--- config.mk ---
export PLATFORM = sky130hd
export DESIGN_NAME = seq_datapath_flat
export DESIGN_NICKNAME = d
export VERILOG_FILES = /design/src/rtl/seq_datapath_pkg.sv /design/src/rtl/seq_datapath_if.sv /design/src/rtl/seq_datapath_regfile.sv /design/src/rtl/seq_datapath.sv /design/src/flat_wrapper.sv
export SDC_FILE = /design/constraint.sdc
export NUM_CORES = 1
export LEC_CHECK = 0
export CAP_MARGIN = 30
export CORE_ASPECT_RATIO = 1.4
export CORE_UTILIZATION = 54
export CTS_CLUSTER_SIZE = 28
export DETAILED_ROUTE_END_ITERATION = 10
export HOLD_SLACK_MARGIN = 0.15
export PLACE_DENSITY = 0.77
export SLEW_MARGIN = 20
export SYNTH_ARGS = -nofsm -noshare
export SYNTH_HDL_FRONTEND = slang
export SYNTH_SLANG_ARGS = --single-unit
--- constraint.sdc ---
create_clock -name clk -period 6.4 [get_ports clk]
set_clock_uncertainty 0.2 [all_clocks]
set_input_delay 1.28 -clock clk [delete_from_list [all_inputs] [get_ports clk]]
set_output_delay 1.28 -clock clk [all_outputs]
set_load 0.005 [all_outputs]
--- src/rtl/seq_datapath_pkg.sv ---
// Shared types and pure datapath functions for seq_datapath: command/op/shift encodings,
// FSM states, flag bit positions, and the shifter/ALU evaluated on a wide word and masked to width.
package seq_datapath_pkg;

    typedef enum logic [1:0] {CMD_MOVI = 2'b00, CMD_MOV = 2'b01, CMD_ALU = 2'b10, CMD_CMP = 2'b11} cmd_e;
    typedef enum logic [1:0] {OP_ADD = 2'b00, OP_SUB = 2'b01, OP_AND = 2'b10, OP_MVN = 2'b11} alu_op_e;
    typedef enum logic [1:0] {SH_NONE = 2'b00, SH_LSL1 = 2'b01, SH_LSR1 = 2'b10, SH_ASR1 = 2'b11} shift_e;
    typedef enum logic [1:0] {S_IDLE = 2'b00, S_LOAD = 2'b01, S_EXEC = 2'b10, S_WB = 2'b11} state_e;

    localparam int FLAG_Z = 0;
    localparam int FLAG_V = 1;
    localparam int FLAG_N = 2;

    // Functions work on a 64-bit word so one definition serves any WIDTH below 64.
    localparam int MAX_W = 64;
    typedef logic [MAX_W-1:0] word_t;

    typedef struct packed {
        word_t res;
        logic  ovf;
    } alu_out_t;

    function automatic word_t width_mask(int w);
        return ~(~word_t'(0) << w);
    endfunction

    function automatic logic msb_of(word_t x, int w);
        return |(x & (word_t'(1) << (w - 1)));
    endfunction

    function automatic word_t shift_fn(word_t v, shift_e s, int w);
        word_t m;
        word_t r;
        word_t msb;
        m   = width_mask(w);
        r   = v & m;
        msb = (r >> (w - 1)) & word_t'(1);
        case (s)
            SH_LSL1: r = (r << 1) & m;
            SH_LSR1: r = r >> 1;
            SH_ASR1: r = (r >> 1) | (msb << (w - 1));
            default: r = v & m;
        endcase
        return r;
    endfunction

    function automatic alu_out_t alu_fn(word_t a, word_t b, alu_op_e op, int w);
        alu_out_t o;
        word_t    m;
        word_t    am;
        word_t    bm;
        logic     sa;
        logic     sb;
        logic     sr;
        m     = width_mask(w);
        am    = a & m;
        bm    = b & m;
        sa    = msb_of(am, w);
        sb    = msb_of(bm, w);
        o.ovf = 1'b0;
        case (op)
            OP_ADD: begin
                o.res = (am + bm) & m;
                sr    = msb_of(o.res, w);
                o.ovf = (sa == sb) && (sr != sa);
            end
            OP_SUB: begin
                o.res = (am - bm) & m;
                sr    = msb_of(o.res, w);
                o.ovf = (sa != sb) && (sr != sa);
            end
            OP_AND:  o.res = am & bm;
            default: o.res = ~bm & m;
        endcase
        return o;
    endfunction

endpackage

--- src/rtl/seq_datapath_if.sv ---
// Command/status bundle between a controller (master) and seq_datapath (slave).
interface seq_datapath_if #(
    parameter int WIDTH = 16,
    parameter int NREGS = 8,
    parameter int IMM_W = 5
);
    localparam int AW = $clog2(NREGS);

    logic             start;
    logic [1:0]       cmd;
    logic [1:0]       alu_op;
    logic [1:0]       shift;
    logic [AW-1:0]    rd;
    logic [AW-1:0]    rn;
    logic [AW-1:0]    rm;
    logic             use_imm;
    logic [IMM_W-1:0] imm;
    logic             ext_we;
    logic [AW-1:0]    ext_waddr;
    logic [WIDTH-1:0] ext_wdata;
    logic [AW-1:0]    dbg_raddr;
    logic [WIDTH-1:0] dbg_rdata;
    logic             busy;
    logic             done;
    logic [WIDTH-1:0] result;
    logic [2:0]       flags;

    modport master (
        output start, cmd, alu_op, shift, rd, rn, rm, use_imm, imm,
               ext_we, ext_waddr, ext_wdata, dbg_raddr,
        input  dbg_rdata, busy, done, result, flags
    );

    modport slave (
        input  start, cmd, alu_op, shift, rd, rn, rm, use_imm, imm,
               ext_we, ext_waddr, ext_wdata, dbg_raddr,
        output dbg_rdata, busy, done, result, flags
    );
endinterface

--- src/rtl/seq_datapath_regfile.sv ---
// dp_regfile: NREGS x WIDTH register file, one write port, A/B operand registers loaded
// from two read paths on load_i, plus a combinational debug read. Async active-high reset.
module dp_regfile #(
    parameter int WIDTH = 16,
    parameter int NREGS = 8,
    localparam int AW   = $clog2(NREGS)
) (
    input  logic             clk,
    input  logic             reset,
    input  logic             we_i,
    input  logic [AW-1:0]    waddr_i,
    input  logic [WIDTH-1:0] wdata_i,
    input  logic             load_i,
    input  logic [AW-1:0]    rn_i,
    input  logic [AW-1:0]    rm_i,
    output logic [WIDTH-1:0] a_o,
    output logic [WIDTH-1:0] b_o,
    input  logic [AW-1:0]    dbg_raddr_i,
    output logic [WIDTH-1:0] dbg_rdata_o
);
    logic [WIDTH-1:0] regs_q [NREGS];
    logic [WIDTH-1:0] a_q;
    logic [WIDTH-1:0] b_q;

    always_ff @(posedge clk or posedge reset) begin
        if (reset) begin
            for (int i = 0; i < NREGS; i++) regs_q[i] <= '0;
        end else if (we_i) begin
            regs_q[waddr_i] <= wdata_i;
        end
    end

    always_ff @(posedge clk or posedge reset) begin
        if (reset) begin
            a_q <= '0;
            b_q <= '0;
        end else if (load_i) begin
            a_q <= regs_q[rn_i];
            b_q <= regs_q[rm_i];
        end
    end

    assign a_o         = a_q;
    assign b_o         = b_q;
    assign dbg_rdata_o = regs_q[dbg_raddr_i];
endmodule

--- src/rtl/seq_datapath.sv ---
// Self-sequencing datapath: regfile, operand regs, shifter, ALU, C reg and flags under a
// read->execute->writeback FSM. Define SEQ_DATAPATH_NV_FLAGS_EN to add N/V flags.
//
// state  | meaning
// IDLE   | waiting for start; external regfile writes allowed
// LOAD   | A <= R[rn], B <= R[rm]
// EXEC   | C and flags <= ALU(Ain, Bin)
// WB     | R[rd] <= C (not for CMP); done asserted
module seq_datapath
    import seq_datapath_pkg::*;
#(
    parameter int WIDTH = 16,
    parameter int NREGS = 8,
    parameter int IMM_W = 5
) (
    input  logic           clk,
    input  logic           reset,
    seq_datapath_if.slave  bus
);
    localparam int AW = $clog2(NREGS);

    state_e           state_q, state_d;
    cmd_e             cmd_q;
    alu_op_e          op_q;
    shift_e           shift_q;
    logic [AW-1:0]    rd_q, rn_q, rm_q;
    logic             use_imm_q;
    logic [IMM_W-1:0] imm_q;
    logic [WIDTH-1:0] a_q, b_q, c_q, c_d;
    logic             z_q, z_d;

    logic             accept;
    logic [WIDTH-1:0] a_in, b_in, b_sh, imm_sext, imm_zext;
    alu_op_e          op_in;
    word_t            b_sh_full;
    alu_out_t         alu_out;
    logic             rf_we;
    logic [AW-1:0]    rf_waddr;
    logic [WIDTH-1:0] rf_wdata;
    logic             unused_hi;

    assign accept = (state_q == S_IDLE) && bus.start;

    always_ff @(posedge clk or posedge reset) begin
        if (reset) begin
            state_q   <= S_IDLE;
            cmd_q     <= CMD_MOVI;
            op_q      <= OP_ADD;
            shift_q   <= SH_NONE;
            rd_q      <= '0;
            rn_q      <= '0;
            rm_q      <= '0;
            use_imm_q <= 1'b0;
            imm_q     <= '0;
            c_q       <= '0;
            z_q       <= 1'b0;
        end else begin
            state_q <= state_d;
            if (accept) begin
                cmd_q     <= cmd_e'(bus.cmd);
                op_q      <= alu_op_e'(bus.alu_op);
                shift_q   <= shift_e'(bus.shift);
                rd_q      <= bus.rd;
                rn_q      <= bus.rn;
                rm_q      <= bus.rm;
                use_imm_q <= bus.use_imm;
                imm_q     <= bus.imm;
            end
            if (state_q == S_EXEC) begin
                c_q <= c_d;
                z_q <= z_d;
            end
        end
    end

    // MOVI needs no register operands, so it skips LOAD.
    always_comb begin
        state_d = state_q;
        case (state_q)
            S_IDLE: if (bus.start) state_d = (cmd_e'(bus.cmd) == CMD_MOVI) ? S_EXEC : S_LOAD;
            S_LOAD: state_d = S_EXEC;
            S_EXEC: state_d = S_WB;
            S_WB:   state_d = S_IDLE;
            default: state_d = S_IDLE;
        endcase
    end

    assign imm_sext  = {{(WIDTH-IMM_W){imm_q[IMM_W-1]}}, imm_q};
    assign imm_zext  = {{(WIDTH-IMM_W){1'b0}}, imm_q};
    assign b_sh_full = shift_fn(word_t'(b_q), shift_q, WIDTH);
    assign b_sh      = b_sh_full[WIDTH-1:0];

    always_comb begin
        a_in  = '0;
        b_in  = '0;
        op_in = OP_ADD;
        case (cmd_q)
            CMD_MOVI: b_in = imm_sext;
            CMD_MOV:  b_in = b_sh;
            CMD_ALU: begin
                a_in  = a_q;
                b_in  = use_imm_q ? imm_zext : b_sh;
                op_in = op_q;
            end
            default: begin
                a_in  = a_q;
                b_in  = use_imm_q ? imm_zext : b_sh;
                op_in = OP_SUB;
            end
        endcase
    end

    assign alu_out   = alu_fn(word_t'(a_in), word_t'(b_in), op_in, WIDTH);
    assign c_d       = alu_out.res[WIDTH-1:0];
    assign z_d       = (c_d == '0);
    assign unused_hi = ^{alu_out.res[MAX_W-1:WIDTH], b_sh_full[MAX_W-1:WIDTH], alu_out.ovf};

`ifdef SEQ_DATAPATH_NV_FLAGS_EN
    logic n_q, v_q;

    always_ff @(posedge clk or posedge reset) begin
        if (reset) begin
            n_q <= 1'b0;
            v_q <= 1'b0;
        end else if (state_q == S_EXEC) begin
            n_q <= c_d[WIDTH-1];
            v_q <= alu_out.ovf;
        end
    end

    always_comb begin
        bus.flags         = '0;
        bus.flags[FLAG_N] = n_q;
        bus.flags[FLAG_V] = v_q;
        bus.flags[FLAG_Z] = z_q;
    end
`else
    always_comb begin
        bus.flags         = '0;
        bus.flags[FLAG_Z] = z_q;
    end
`endif

    // External writes only land while IDLE, so they never collide with writeback.
    assign rf_we    = ((state_q == S_WB) && (cmd_q != CMD_CMP)) || ((state_q == S_IDLE) && bus.ext_we);
    assign rf_waddr = (state_q == S_WB) ? rd_q : bus.ext_waddr;
    assign rf_wdata = (state_q == S_WB) ? c_q : bus.ext_wdata;

    dp_regfile #(.WIDTH(WIDTH), .NREGS(NREGS)) u_regfile (
        .clk         (clk),
        .reset       (reset),
        .we_i        (rf_we),
        .waddr_i     (rf_waddr),
        .wdata_i     (rf_wdata),
        .load_i      (state_q == S_LOAD),
        .rn_i        (rn_q),
        .rm_i        (rm_q),
        .a_o         (a_q),
        .b_o         (b_q),
        .dbg_raddr_i (bus.dbg_raddr),
        .dbg_rdata_o (bus.dbg_rdata)
    );

    assign bus.busy   = (state_q != S_IDLE);
    assign bus.done   = (state_q == S_WB);
    assign bus.result = c_q;
endmodule
--- src/flat_wrapper.sv ---
// flat-port wrapper written by rule: the top's interface ports become plain ports
module seq_datapath_flat import seq_datapath_pkg::*;
#(
    parameter int WIDTH = 16,
    parameter int NREGS = 8,
    parameter int IMM_W = 5
)
  (clk, reset, bus_start, bus_cmd, bus_alu_op, bus_shift, bus_rd, bus_rn, bus_rm, bus_use_imm, bus_imm, bus_ext_we, bus_ext_waddr, bus_ext_wdata, bus_dbg_raddr, bus_dbg_rdata, bus_busy, bus_done, bus_result, bus_flags);
  seq_datapath_if #(.WIDTH(WIDTH), .NREGS(NREGS), .IMM_W(IMM_W)) bus_i ();
  input  logic clk;
  input  logic reset;
  input wire logic [$bits(bus_i.start)-1:0] bus_start;
  input wire logic [$bits(bus_i.cmd)-1:0] bus_cmd;
  input wire logic [$bits(bus_i.alu_op)-1:0] bus_alu_op;
  input wire logic [$bits(bus_i.shift)-1:0] bus_shift;
  input wire logic [$bits(bus_i.rd)-1:0] bus_rd;
  input wire logic [$bits(bus_i.rn)-1:0] bus_rn;
  input wire logic [$bits(bus_i.rm)-1:0] bus_rm;
  input wire logic [$bits(bus_i.use_imm)-1:0] bus_use_imm;
  input wire logic [$bits(bus_i.imm)-1:0] bus_imm;
  input wire logic [$bits(bus_i.ext_we)-1:0] bus_ext_we;
  input wire logic [$bits(bus_i.ext_waddr)-1:0] bus_ext_waddr;
  input wire logic [$bits(bus_i.ext_wdata)-1:0] bus_ext_wdata;
  input wire logic [$bits(bus_i.dbg_raddr)-1:0] bus_dbg_raddr;
  output wire logic [$bits(bus_i.dbg_rdata)-1:0] bus_dbg_rdata;
  output wire logic [$bits(bus_i.busy)-1:0] bus_busy;
  output wire logic [$bits(bus_i.done)-1:0] bus_done;
  output wire logic [$bits(bus_i.result)-1:0] bus_result;
  output wire logic [$bits(bus_i.flags)-1:0] bus_flags;
  assign bus_i.start = bus_start;
  assign bus_i.cmd = bus_cmd;
  assign bus_i.alu_op = bus_alu_op;
  assign bus_i.shift = bus_shift;
  assign bus_i.rd = bus_rd;
  assign bus_i.rn = bus_rn;
  assign bus_i.rm = bus_rm;
  assign bus_i.use_imm = bus_use_imm;
  assign bus_i.imm = bus_imm;
  assign bus_i.ext_we = bus_ext_we;
  assign bus_i.ext_waddr = bus_ext_waddr;
  assign bus_i.ext_wdata = bus_ext_wdata;
  assign bus_i.dbg_raddr = bus_dbg_raddr;
  assign bus_dbg_rdata = bus_i.dbg_rdata;
  assign bus_busy = bus_i.busy;
  assign bus_done = bus_i.done;
  assign bus_result = bus_i.result;
  assign bus_flags = bus_i.flags;
  seq_datapath #(.WIDTH(WIDTH), .NREGS(NREGS), .IMM_W(IMM_W)) u_core (.clk(clk), .reset(reset), .bus(bus_i));
endmodule
Word-level counts from Yosys, hierarchy flattened
Cells that the tools add are included.
{"block": "classes", "addsub": 2, "order_cmp": 5, "eq_ne": 12, "mux": 23, "bitwise_logic": 7, "n_reduce_logical": 12}
{"operator": "$mux 16", "count": 10}
{"operator": "$bmux 16 s3", "count": 3}
{"operator": "$bwmux 128", "count": 1}
{"operator": "$pmux 16 s3", "count": 2}
{"operator": "$demux 16 s3", "count": 1}
{"operator": "$pmux 16 s2", "count": 1}
{"operator": "$add 16x16->16", "count": 1}
{"operator": "$and 16x16->16", "count": 1}
{"operator": "$ge 4x4->1 const B", "count": 4}
{"operator": "$logic_not 16->1", "count": 1}
{"operator": "$not 16->16", "count": 1}
{"operator": "$not 3->4", "count": 4}
{"operator": "$or 15x16->16", "count": 1}
{"operator": "$sub 16x16->16", "count": 1}
{"operator": "$eq 2x2->1 const B", "count": 6}
{"operator": "$eq 2x1->1 const B", "count": 4}
{"operator": "$logic_not 2->1", "count": 4}
{"operator": "$pmux 2 s4", "count": 1}
{"operator": "$logic_and 1x1->1", "count": 4}
{"operator": "$lt 4x1->1 const B", "count": 1}
{"operator": "$mux 2", "count": 2}
{"operator": "$ne 2x2->1 const B", "count": 2}
{"operator": "$pmux 2 s2", "count": 1}
{"operator": "$mux 3", "count": 1}
{"operator": "other kinds (3)", "count": 3}
{"block": "word_totals", "regBits": 200}

Depth between registers and ports, before layout
Gate-level depths: netlist of run 1.
{"block": "depth", "word_depth": 8, "mapped_depth": 21, "depth_no_buf": 18}

Hierarchy
From an unflattened synthesis of run 1, not the netlist that was laid out.
{"block": "unflattened", "cells_unflattened": 1183, "hier_area_um2": 13540.5}
{"mod": "dp_regfile", "instances": 1, "cells_each": 706, "area_each_um2": 9436.6, "seq_area_each_um2": 4003.8}
{"mod": "seq_datapath", "instances": 1, "cells_each": 477, "area_each_um2": 4103.9, "seq_area_each_um2": 1001.0}

Least setup slack after synthesis of run 1
No wires, ideal clock.
{"block": "synth_timing", "path_type": "reg-to-reg", "startpoint": "register u_core.shift_q[1]", "endpoint": "register u_core.z_q", "t_arrival_ns": 4.033, "required_time_ns": 6.080, "setup_slack_ns": 2.046, "stages_incl_launch_ff": 22, "n_path_buf": 3, "cell_sequence": "dfrtp_1 buf_4 buf_4 buf_2 nand2_1 o21ai_0 mux2i_1 ha_1 o21ai_1 or3b_4 o31ai_4 nand2_1 mux2i_1 ha_1 a21oi_1 o21ai_0 and3_1 a2111oi_4 o21ai_1 xnor2_1 a21oi_1 a41o_1"}
{"block": "synth_via", "elab_chain_cells": 7}
{"element": "start, declared", "line_no": "seq_datapath.sv:25", "rtl": "shift_e shift_q;"}
{"element": "start signal, assigned", "line_no": "seq_datapath.sv:62", "rtl": "shift_q <= shift_e'(bus.shift);"}
{"element": "$eq 2x2->1 or $eq 2x1->1 (tied branches)", "line_no": "seq_datapath_pkg.sv:38", "rtl": "case (s)"}
{"element": "$pmux 16 s3 *", "line_no": "seq_datapath_pkg.sv:38"}
{"element": "$mux 16", "line_no": "seq_datapath.sv:102, seq_datapath.sv:107"}
{"element": "$pmux 16 s2 *", "line_no": "seq_datapath.sv:97", "rtl": "case (cmd_q)"}
{"element": "$sub 16x16->16, or another cell as far along", "line_no": "seq_datapath_pkg.sv:68", "rtl": "o.res = (am - bm) & m;"}
{"element": "$pmux 16 s3 *", "line_no": "seq_datapath_pkg.sv:61", "rtl": "case (op)"}
{"element": "$logic_not 16->1 *", "line_no": "seq_datapath.sv:115", "rtl": "assign z_d = (c_d == '0);"}
{"element": "end signal, assigned", "line_no": "seq_datapath.sv:71", "rtl": "z_q <= z_d;"}
{"element": "end, declared", "line_no": "seq_datapath.sv:30", "rtl": "logic z_q, z_d;"}
Every way passes the cells marked *; elsewhere a longest branch is shown, timed or not.
A chain may end at the register's enable or synchronous reset.

Worst setup path in the final report of run 1
Same ends and word-level chain as after synthesis.

==> results of run 1 <==
==> cell usage after synthesis (3+ instances only) <==
cell      number  area [um2]
o21ai_0       86         430
nand4b_1       4        35.0
a22oi_1        3        22.5
a21oi_1      128         641
mux2_2        47         529
clkbuf_1      65         244
and3_1         6        37.5
buf_1         13        48.8
a21o_1         3        22.5
a31oi_1        6        37.5
mux4_2        96        2160
mux2i_1       67         671
xor2_1        13         114
a211oi_1       3        22.5
o22ai_1        4        25.0
nor2b_1       13        81.3
nand2b_1       5        31.3
nor2_1       133         499
o21a_1         7        52.6
o21ai_1        5        25.0
buf_6          5        56.3
a211oi_2       3        37.5
o211ai_1       9        67.6
and2_1        17         106
inv_1         17        63.8
nand2_1      106         398
nor3_1         9        45.0
xnor2_1       11        96.3
nand3_1        7        35.0
o31ai_4        4        85.1
buf_4          6        45.0
dfrtp_1      200        5000
ha_1          22         275
==> metrics by stage <==
stage,hold WS (ps),utilization [%]
after global placement,290,59.6
after global routing,334,62.5
after floorplan,274,-
after CTS,322,62.5
final,319,62.5
after detailed placement,306,59.9
==> layout by cell type, fill, tap and decap left out, types with 4 or more instances in the layout <==
cell type,count
o22ai_1,4
mux2i_1,67
xor2_1,13
clkdlybuf4s50_1,80
o211ai_1,9
xnor2_1,11
nor3_1,8
clkinvlp_4,6
and3_1,6
o21ai_1,5
dfrtp_2,4
nor2_1,131
ha_1,21
and2_1,17
clkbuf_16,17
nand3_1,7
dfrtp_1,196
inv_1,16
nor2b_1,13
mux2_2,47
a21oi_1,128
nand2_1,106
buf_4,21
nand2b_1,5
o21a_1,7
mux4_2,96
nand4b_1,4
o21ai_0,86
o31ai_4,4
a31oi_1,6
==> flip-flops by register name, summed over array words and instances, names as in the netlist <==
name	count
u_core.state_q	2
u_core.op_q	2
u_core.z_q	1
u_core.u_regfile.a_o	16
u_core.bus.result	16
u_core.u_regfile.regs_q	128
u_core.rd_q	3
u_core.imm_q	5
u_core.use_imm_q	1
u_core.shift_q	2
u_core.rn_q	3
u_core.u_regfile.b_o	16
u_core.rm_q	3
u_core.cmd_q	2
==> per-layer routing <==
layer | vias up | track usage (%)
met2 | 442 | 50.2
met4 | 0 | 15.8
met5 | - | 0
met1 | 4868 | 36.1
li1 | 4358 | -
met3 | 130 | 5.19
==> layout make-up <==
type | instances | area, um2
sequential | 200 | 5010
timing repair buffer | 107 | 1060
inverter | 17 | 67.6
clock buffer | 19 | 443
fill | 1780 | 8510
tap | 301 | 377
clock inverter | 12 | 144
multi-input combinational | 866 | 7080
==> kinds of logic after synthesis <==
family / after synthesis
adder cells (fa/ha/maj): 23
AO/OA/AOI/OAI: 287
AND/OR/NAND/NOR: 315
buffers and inverters: 109
XOR/XNOR: 24
flip-flops: 200
other: 1
multiplexers: 215
==> worst min-delay path by stage <==
stage	endpoint	cells after the start	startpoint	slack [ps]
after floorplan	u_core.rd_q[0]$_DFFE_PP0P_	1	u_core.rd_q[0]$_DFFE_PP0P_	270
after global placement	u_core.rd_q[0]$_DFFE_PP0P_	1	u_core.rd_q[0]$_DFFE_PP0P_	290
after detailed placement	u_core.rn_q[0]$_DFFE_PP0P_	1	u_core.rn_q[0]$_DFFE_PP0P_	310
after CTS	u_core.rn_q[0]$_DFFE_PP0P_	1	u_core.rn_q[0]$_DFFE_PP0P_	320
after global routing	u_core.rn_q[0]$_DFFE_PP0P_	1	u_core.rn_q[0]$_DFFE_PP0P_	330
final	u_core.rn_q[0]$_DFFE_PP0P_	1	u_core.rn_q[0]$_DFFE_PP0P_	320
==> flow_summary.ini, run 1 <==
[setup_path]
cp-end-kind = flop
r2r_start = u_core.shift_q[1]$_DFFE_PP0P_
cp-start-kind = flop
worst_r2r_path_depth = 18
cp_top_family = compound AO/OA/AOI/OAI gates
critPathRequiredTime_ps = 6590
cp_max_fo = 27
rrSetupSlack_ps = 1160
cpPeakStageDelay_ps = 680
cp.buffers_inverters = 1
r2r-end = u_core.z_q$_DFFE_PP0P_
startpoint = u_core.shift_q[1]$_DFFE_PP0P_
crit_chain = inv_1 > a21oi_1 > mux2i_1 > ha_1 > o21ai_1 > or3b_4 > o31ai_4 > nand2_1 > mux2i_1 > ha_1 > a21oi_1 > o21ai_0 > a21oi_1 > xnor2_1 > a21oi_1 > nand4b_1 > nor4_1 > a41o_1
crit_path_top_delay_cell = dfrtp_1
critical_path.most_common_cell = a21oi_1
cp-endpoint = u_core.z_q$_DFFE_PP0P_
crit_type = reg -> reg
cp.arrival_ps = 5430
path_depth = 18

[cts]
cts.path.max_buffers = 2
cts.sinks = 200
clk_pin_slew_ps = 80
post_cts_buffers = 0
cts_tree = built
clockRootBuffer = clkbuf_16
clk_latency_ps = 450
htree_levels = 4
cts_made_buffers = 17
cts_hold_buf = 0
post_cts_resized = 0

[logic_synthesis]
synthSimpleGateAreaFrac_pct = 11.0
yosys.cell_types.count = 70
synth-seq-area-share_pct = 39.9
post_synth_mux_area_share_pct = 27.4
synthXorXnorAreaFrac_pct = 1.68
synth_compound_area_share_pct = 13.7
yosysWarnings = 0
synth.avg_cell_area_um2 = 10.7
synthCells = 1174
ys_seq_elements = 200
ys.flop_type = dfrtp_1
synth_edf_count = 0
synth-async-reset-ratio_pct = 100
synth-adder-area-share_pct = 2.35
synth_top_family_by_area = multiplexers
syn_area_um2 = 12500

[drt]
final_antenna_net_count = 0
top_layer_used = met4
drc_errors = 0
wl_met2_um = 17100
vias_per_cell = 6.44
dr.pass1.iters = 6
vias = 9798
drtIter0Drc = 933
met3_wirelength_um = 2120
wl_um = 33500
drt-met1-wl_um = 12600
wl_per_cell_um = 22.0

[sta]
tns_ps = 0
setup_slack_ps = 1160
maxSlewViolCount = 0
setup_viol = 0
slew-limit-headroom_pct = 33.7
hold_violations = 0
fmax_mhz = 191
worstMarginPinSlew_ps = 967
rsz0062_at_grt = false
period_minus_slack_ps = 5240
fin_crit_sh_pct = 81.8

[place]
pre_cts_slack_ps = 1250
gp_congestion = 0.969
placedInstanceArea_um2 = 13600
place_inst = 1491
numPortBuffers = 81
dp_hpwl_um = 23000

[global_routing]
grt_pass1_wl_um = 52400
grt_max_degree = 151
antenna_found_initial = 0
grt-ovfl-total = 0
grt_pass1_vias = 9796
gr-usage-all-layers_pct = 29.8

[worst_hold_path]
hold_path_class = reg -> reg

[floorplan]
die-width_um = 131
fp.dieH_um = 182
die_area_um2 = 23800
core_area_um2 = 22700
start_util_pct = 55.3
io_pins = 84
row_count = 65

[final_layout]
fin_nets = 1279
syn_to_final_growth_pct = 13.1
stdcell_count = 1522
final_area_um2 = 14200
antenna-diode-count = 0
layout-drive-gt1-share_pct = 18.8

[run_status]
status = finished, final reports clean

[job]
drv_cap = 0
Power of run 1 is not shown: default switching activity piles up to over one toggle a cycle in this logic, so the estimate is an artifact.
==> run 2: changes to the inputs <==
==> constraint.sdc (replaced) <==
create_clock -name clk -period 4.4 [get_ports clk]
set_clock_uncertainty 0.2 [all_clocks]
set_input_delay 0.88 -clock clk [delete_from_list [all_inputs] [get_ports clk]]
set_output_delay 0.88 -clock clk [all_outputs]
set_load 0.005 [all_outputs]
==> flow_summary.ini, run 2 (same netlist as run 1, synthesis figures left out) <==
[sta]
setup_viol = 0
rsz0062_at_grt = true
slew-limit-headroom_pct = 37.2
worstMarginPinSlew_ps = 916
period_minus_slack_ps = 4340
fmax_mhz = 230
maxSlewViolCount = 0
fin_crit_sh_pct = 98.7
hold_violations = 0

[setup_path]
crit_type = reg -> reg
cp_max_fo = 4
cp-end-kind = flop
rrSetupSlack_ps = 60
cp.arrival_ps = 4480
worst_r2r_path_depth = 18
cp-start-kind = flop
critPathRequiredTime_ps = 4540

[cts]
cts.path.max_buffers = 2
htree_levels = 4
cts_made_buffers = 17
cts_hold_buf = 0
cts_tree = built
clk_latency_ps = 450
cts.sinks = 200
clk_pin_slew_ps = 70
clockRootBuffer = clkbuf_16

[final_layout]
final_cell_mix = dfrtp_1, nor2_1, a21oi_1
fin_nets = 1316
largest-register = u_core.u_regfile.regs_q
mostFrequentLayoutCell = dfrtp_1
final_area_um2 = 14500
syn_to_final_growth_pct = 16.0
largest_reg_flops = 128
layout-drive-gt1-share_pct = 22.4
antenna-diode-count = 0

[global_routing]
grt_max_degree = 83
use_met1_pct = 37.7
grt_pass1_wl_um = 54100
grt_util_met2_pct = 51.4
grt_pass1_vias = 10000
grt_use_met3_pct = 5.10
antenna_found_initial = 0
grt-ovfl-total = 0
gr-max-usage-layer = met2
gr-usage-all-layers_pct = 30.6

[worst_hold_path]
hold_depth = 2
hold_path_class = reg -> reg

[drt]
final_antenna_net_count = 0
wl_um = 34700
wl_per_cell_um = 22.3
vias = 9936
drc_errors = 0
dr.pass1.iters = 5
vias_per_cell = 6.37
drtIter0Drc = 860

[floorplan]
row_count = 65
fp.dieH_um = 182
io_pins = 84
core_area_um2 = 22700
start_util_pct = 55.3
die_area_um2 = 23800
die-width_um = 131

[place]
numPortBuffers = 81
placedInstanceArea_um2 = 13800
dp_hpwl_um = 24100
gp_congestion = 1.00

[job]
drv_cap = 0

[run_status]
status = finished, final reports clean
-- run 2: final cells by class --
type	instances	area [um2]
timing repair buffer	144	1350
clock inverter	15	189
sequential	200	5010
inverter	17	67.6
fill	1705	8150
tap	301	377
multi-input combinational	866	7120
clock buffer	17	425
-- run 2: final timing paths --
path                                                                 end                                    start
min in group asynchronous        u_core.u_regfile.regs_q[20]$_DFFE_PP0P_                                    reset
worst max register to register                    u_core.z_q$_DFFE_PP0P_              u_core.cmd_q[1]$_DFFE_PP0P_
worst min register to register   u_core.u_regfile.regs_q[85]$_DFFE_PP0P_  u_core.u_regfile.regs_q[85]$_DFFE_PP0P_
worst min-delay path             u_core.u_regfile.regs_q[85]$_DFFE_PP0P_  u_core.u_regfile.regs_q[85]$_DFFE_PP0P_
worst max-delay path                              u_core.z_q$_DFFE_PP0P_              u_core.cmd_q[1]$_DFFE_PP0P_
max in group asynchronous       u_core.u_regfile.regs_q[119]$_DFFE_PP0P_                                    reset
-- run 2: worst max-delay path, stage by stage (launching register included) --
cell,delay [ps]
dfrtp_1,430
nor2_2,70
a21oi_2,230
mux2i_1,280
ha_2,240
o21ai_2,70
or3b_4,390
o31ai_4,220
nand2_1,110
mux2i_1,130
ha_1,380
a21oi_2,170
o21ai_1,110
and3_1,200
a2111oi_4,360
o21ai_1,140
xnor2_1,220
a21oi_2,90
a41o_1,210
-- run 2: repair_timing --
| item | 4_1_cts | 5_1_grt |
|---|---|---|
| gates resized for setup | 3 | 12 |
| pin swaps | 1 | 16 |
| buffers inserted | 2 | 5 |
| endpoints found under the setup margin | 2 | 3 |
-- run 2: layer usage --
| metal | part of all wire (%) | vias up |
|---|---|---|
| met5 | 0 | - |
| met4 | 4.4 | 0 |
| met3 | 6.1 | 110 |
| met2 | 52 | 441 |
| met1 | 37 | 4950 |
| li1 | - | 4435 |
-- run 2: per-stage QoR --
| step | TNS (ps) | hold WS, ps | utilization, % | std cells | setup WS (ps) |
|---|---|---|---|---|---|
| after floorplan | 0 | 274 | - | 1175 | 46.1 |
| after global placement | 0 | 292 | 60.7 | 1519 | 99.9 |
| after detailed placement | -11.8 | 312 | 60.9 | 1521 | -11.8 |
| after CTS | 0 | 326 | 63.7 | 1555 | 17.0 |
| after global routing | -249 | 351 | 64.1 | 1560 | -173 |
| final | 0 | 328 | 64.1 | 1560 | 56.2 |
Power of run 2 is left out for the same reason.
==> edit, RTL diff (flow settings as in run 2) <==
Build with the macro `SEQ_DATAPATH_NV_FLAGS_EN` defined.
--- a/src/rtl/seq_datapath.sv
+++ b/src/rtl/seq_datapath.sv
@@ -6,6 +6,8 @@
 // LOAD   | A <= R[rn], B <= R[rm]
 // EXEC   | C and flags <= ALU(Ain, Bin)
 // WB     | R[rd] <= C (not for CMP); done asserted
+`define SEQ_DATAPATH_NV_FLAGS_EN
+
 module seq_datapath
     import seq_datapath_pkg::*;
 #(
Function: changed (a bounded check fails within 4 cycles, from zero or initial values and one cycle with reset high).
==> edit against run 2 <==
  * Setup slack better by 0.18 ns
  * Routed wire length up 0.62%
  * Synthesized area up 3.0%
  * Non-clock buffer count down 16
  * Cell area up 2.8%
  * Sequential share of layout area down 0.81 points
  * Sequential cell count up 1
  * Via count up 3.9%
Power is not shown: default switching activity piles up to over one toggle a cycle in this logic, so the estimate is an artifact.
==> edit: results (changes against run 2) <==
- The run finished with clean final reports.
- The post-place setup slack is 0.282 ns (+0.294 ns).
- The number of input and output port buffers inserted is 83 (+2.5%).
- The met2 global-route usage is 52.0% (+0.61 points).
- The post-CTS repair timing setup buffer count was 0 (-2).
- In the synthesized netlist, the cells that appear most often are dfrtp_1, nor2_1, a21oi_1, o21ai_0.
- The detailed-route vias per instance is 6.38 (+0.19%).
- The total routed wirelength was 34.9 mm (+0.62%).
- The total met2 wirelength after detailed routing is 17.9 mm (-0.77%).
- The sequential cell area share is 33.7% (-0.81 points).
- The deepest level of the CTS H-tree is 1 (-3).
- The maximum number of pins on one net before global-route repair is 52 (-37%).
- The multi-input logic cell count is 903 (+4.3%).
- The total track usage is 29.2% (-1.4 points).
- The count of cell types in the netlist is 72 (+2.9%).
- The non-clock buffer total of the final layout is 128 (-11%).
- The delay of the slowest critical-path stage came to 0.62 ns (+0.19 ns).
- The via count of the first global-routing pass was 10340 (+3.4%).
- The critical path data arrival time came to 4.39 ns (-0.09 ns).
- The clock buffer count is 29 (+12).
- The worst max-slew margin expressed relative to the limit is 35.2% (-2.0 points).
- The setup slack of the critical path after layout was 0.237 ns (+0.181 ns).
- The depth of the most critical reg-to-reg path is 14 (-4).
- The routed wire length on met3 came to 2.47 mm (+16%).
- The worst reg2reg path startpoint is u_core.shift_q[0].
- The total cell area at the placement stage is 0.0142 sq mm (+2.4%).
- The clock latency of the later-clocked register in the worst-skew pair is 0.51 ns (+0.06 ns).
- The number of gates resized after cts is 0 (-3).
- The clock-cell share of area is 5.13% (+0.90 points).
- The clock tree buffer depth is 3 (+1).
- The wire length on met1 is 13.1 mm (+1.0%).
- Ranked by total cell area, the synthesized netlist is headed by dfrtp_1, mux4_2, mux2i_1.
- The final cell count without fillers is 1617 (+3.7%).
==> edit: logic make-up (layout without fill, tap and decap cells) <==
family | after synthesis | count (layout) | share of synthesized area, %
AOI/OAI and AO/OA | 322 | 322 | 14.7
xor gates and xnor gates | 19 | 19 | 1.29
adders and majority gates | 39 | 39 | 3.90
buffers and inverters | 144 | 207 | 4.39
DFF | 201 | 201 | 39.0
muxes | 210 | 210 | 26.0
and+or+nand+nor | 313 | 313 | 10.8
==> edit: worst min path at each step <==
stage | from | to | cells after the start
detailed placement | u_core.bus.result[1] | u_core.bus.result[1] | 1
global placement | u_core.bus.result[1] | u_core.bus.result[1] | 1
global route | u_core.bus.result[1] | u_core.bus.result[1] | 1
finish | u_core.rn_q[2] | u_core.rn_q[2] | 1
floorplan | u_core.z_q | u_core.z_q | 2
CTS | u_core.rn_q[2] | u_core.rn_q[2] | 1
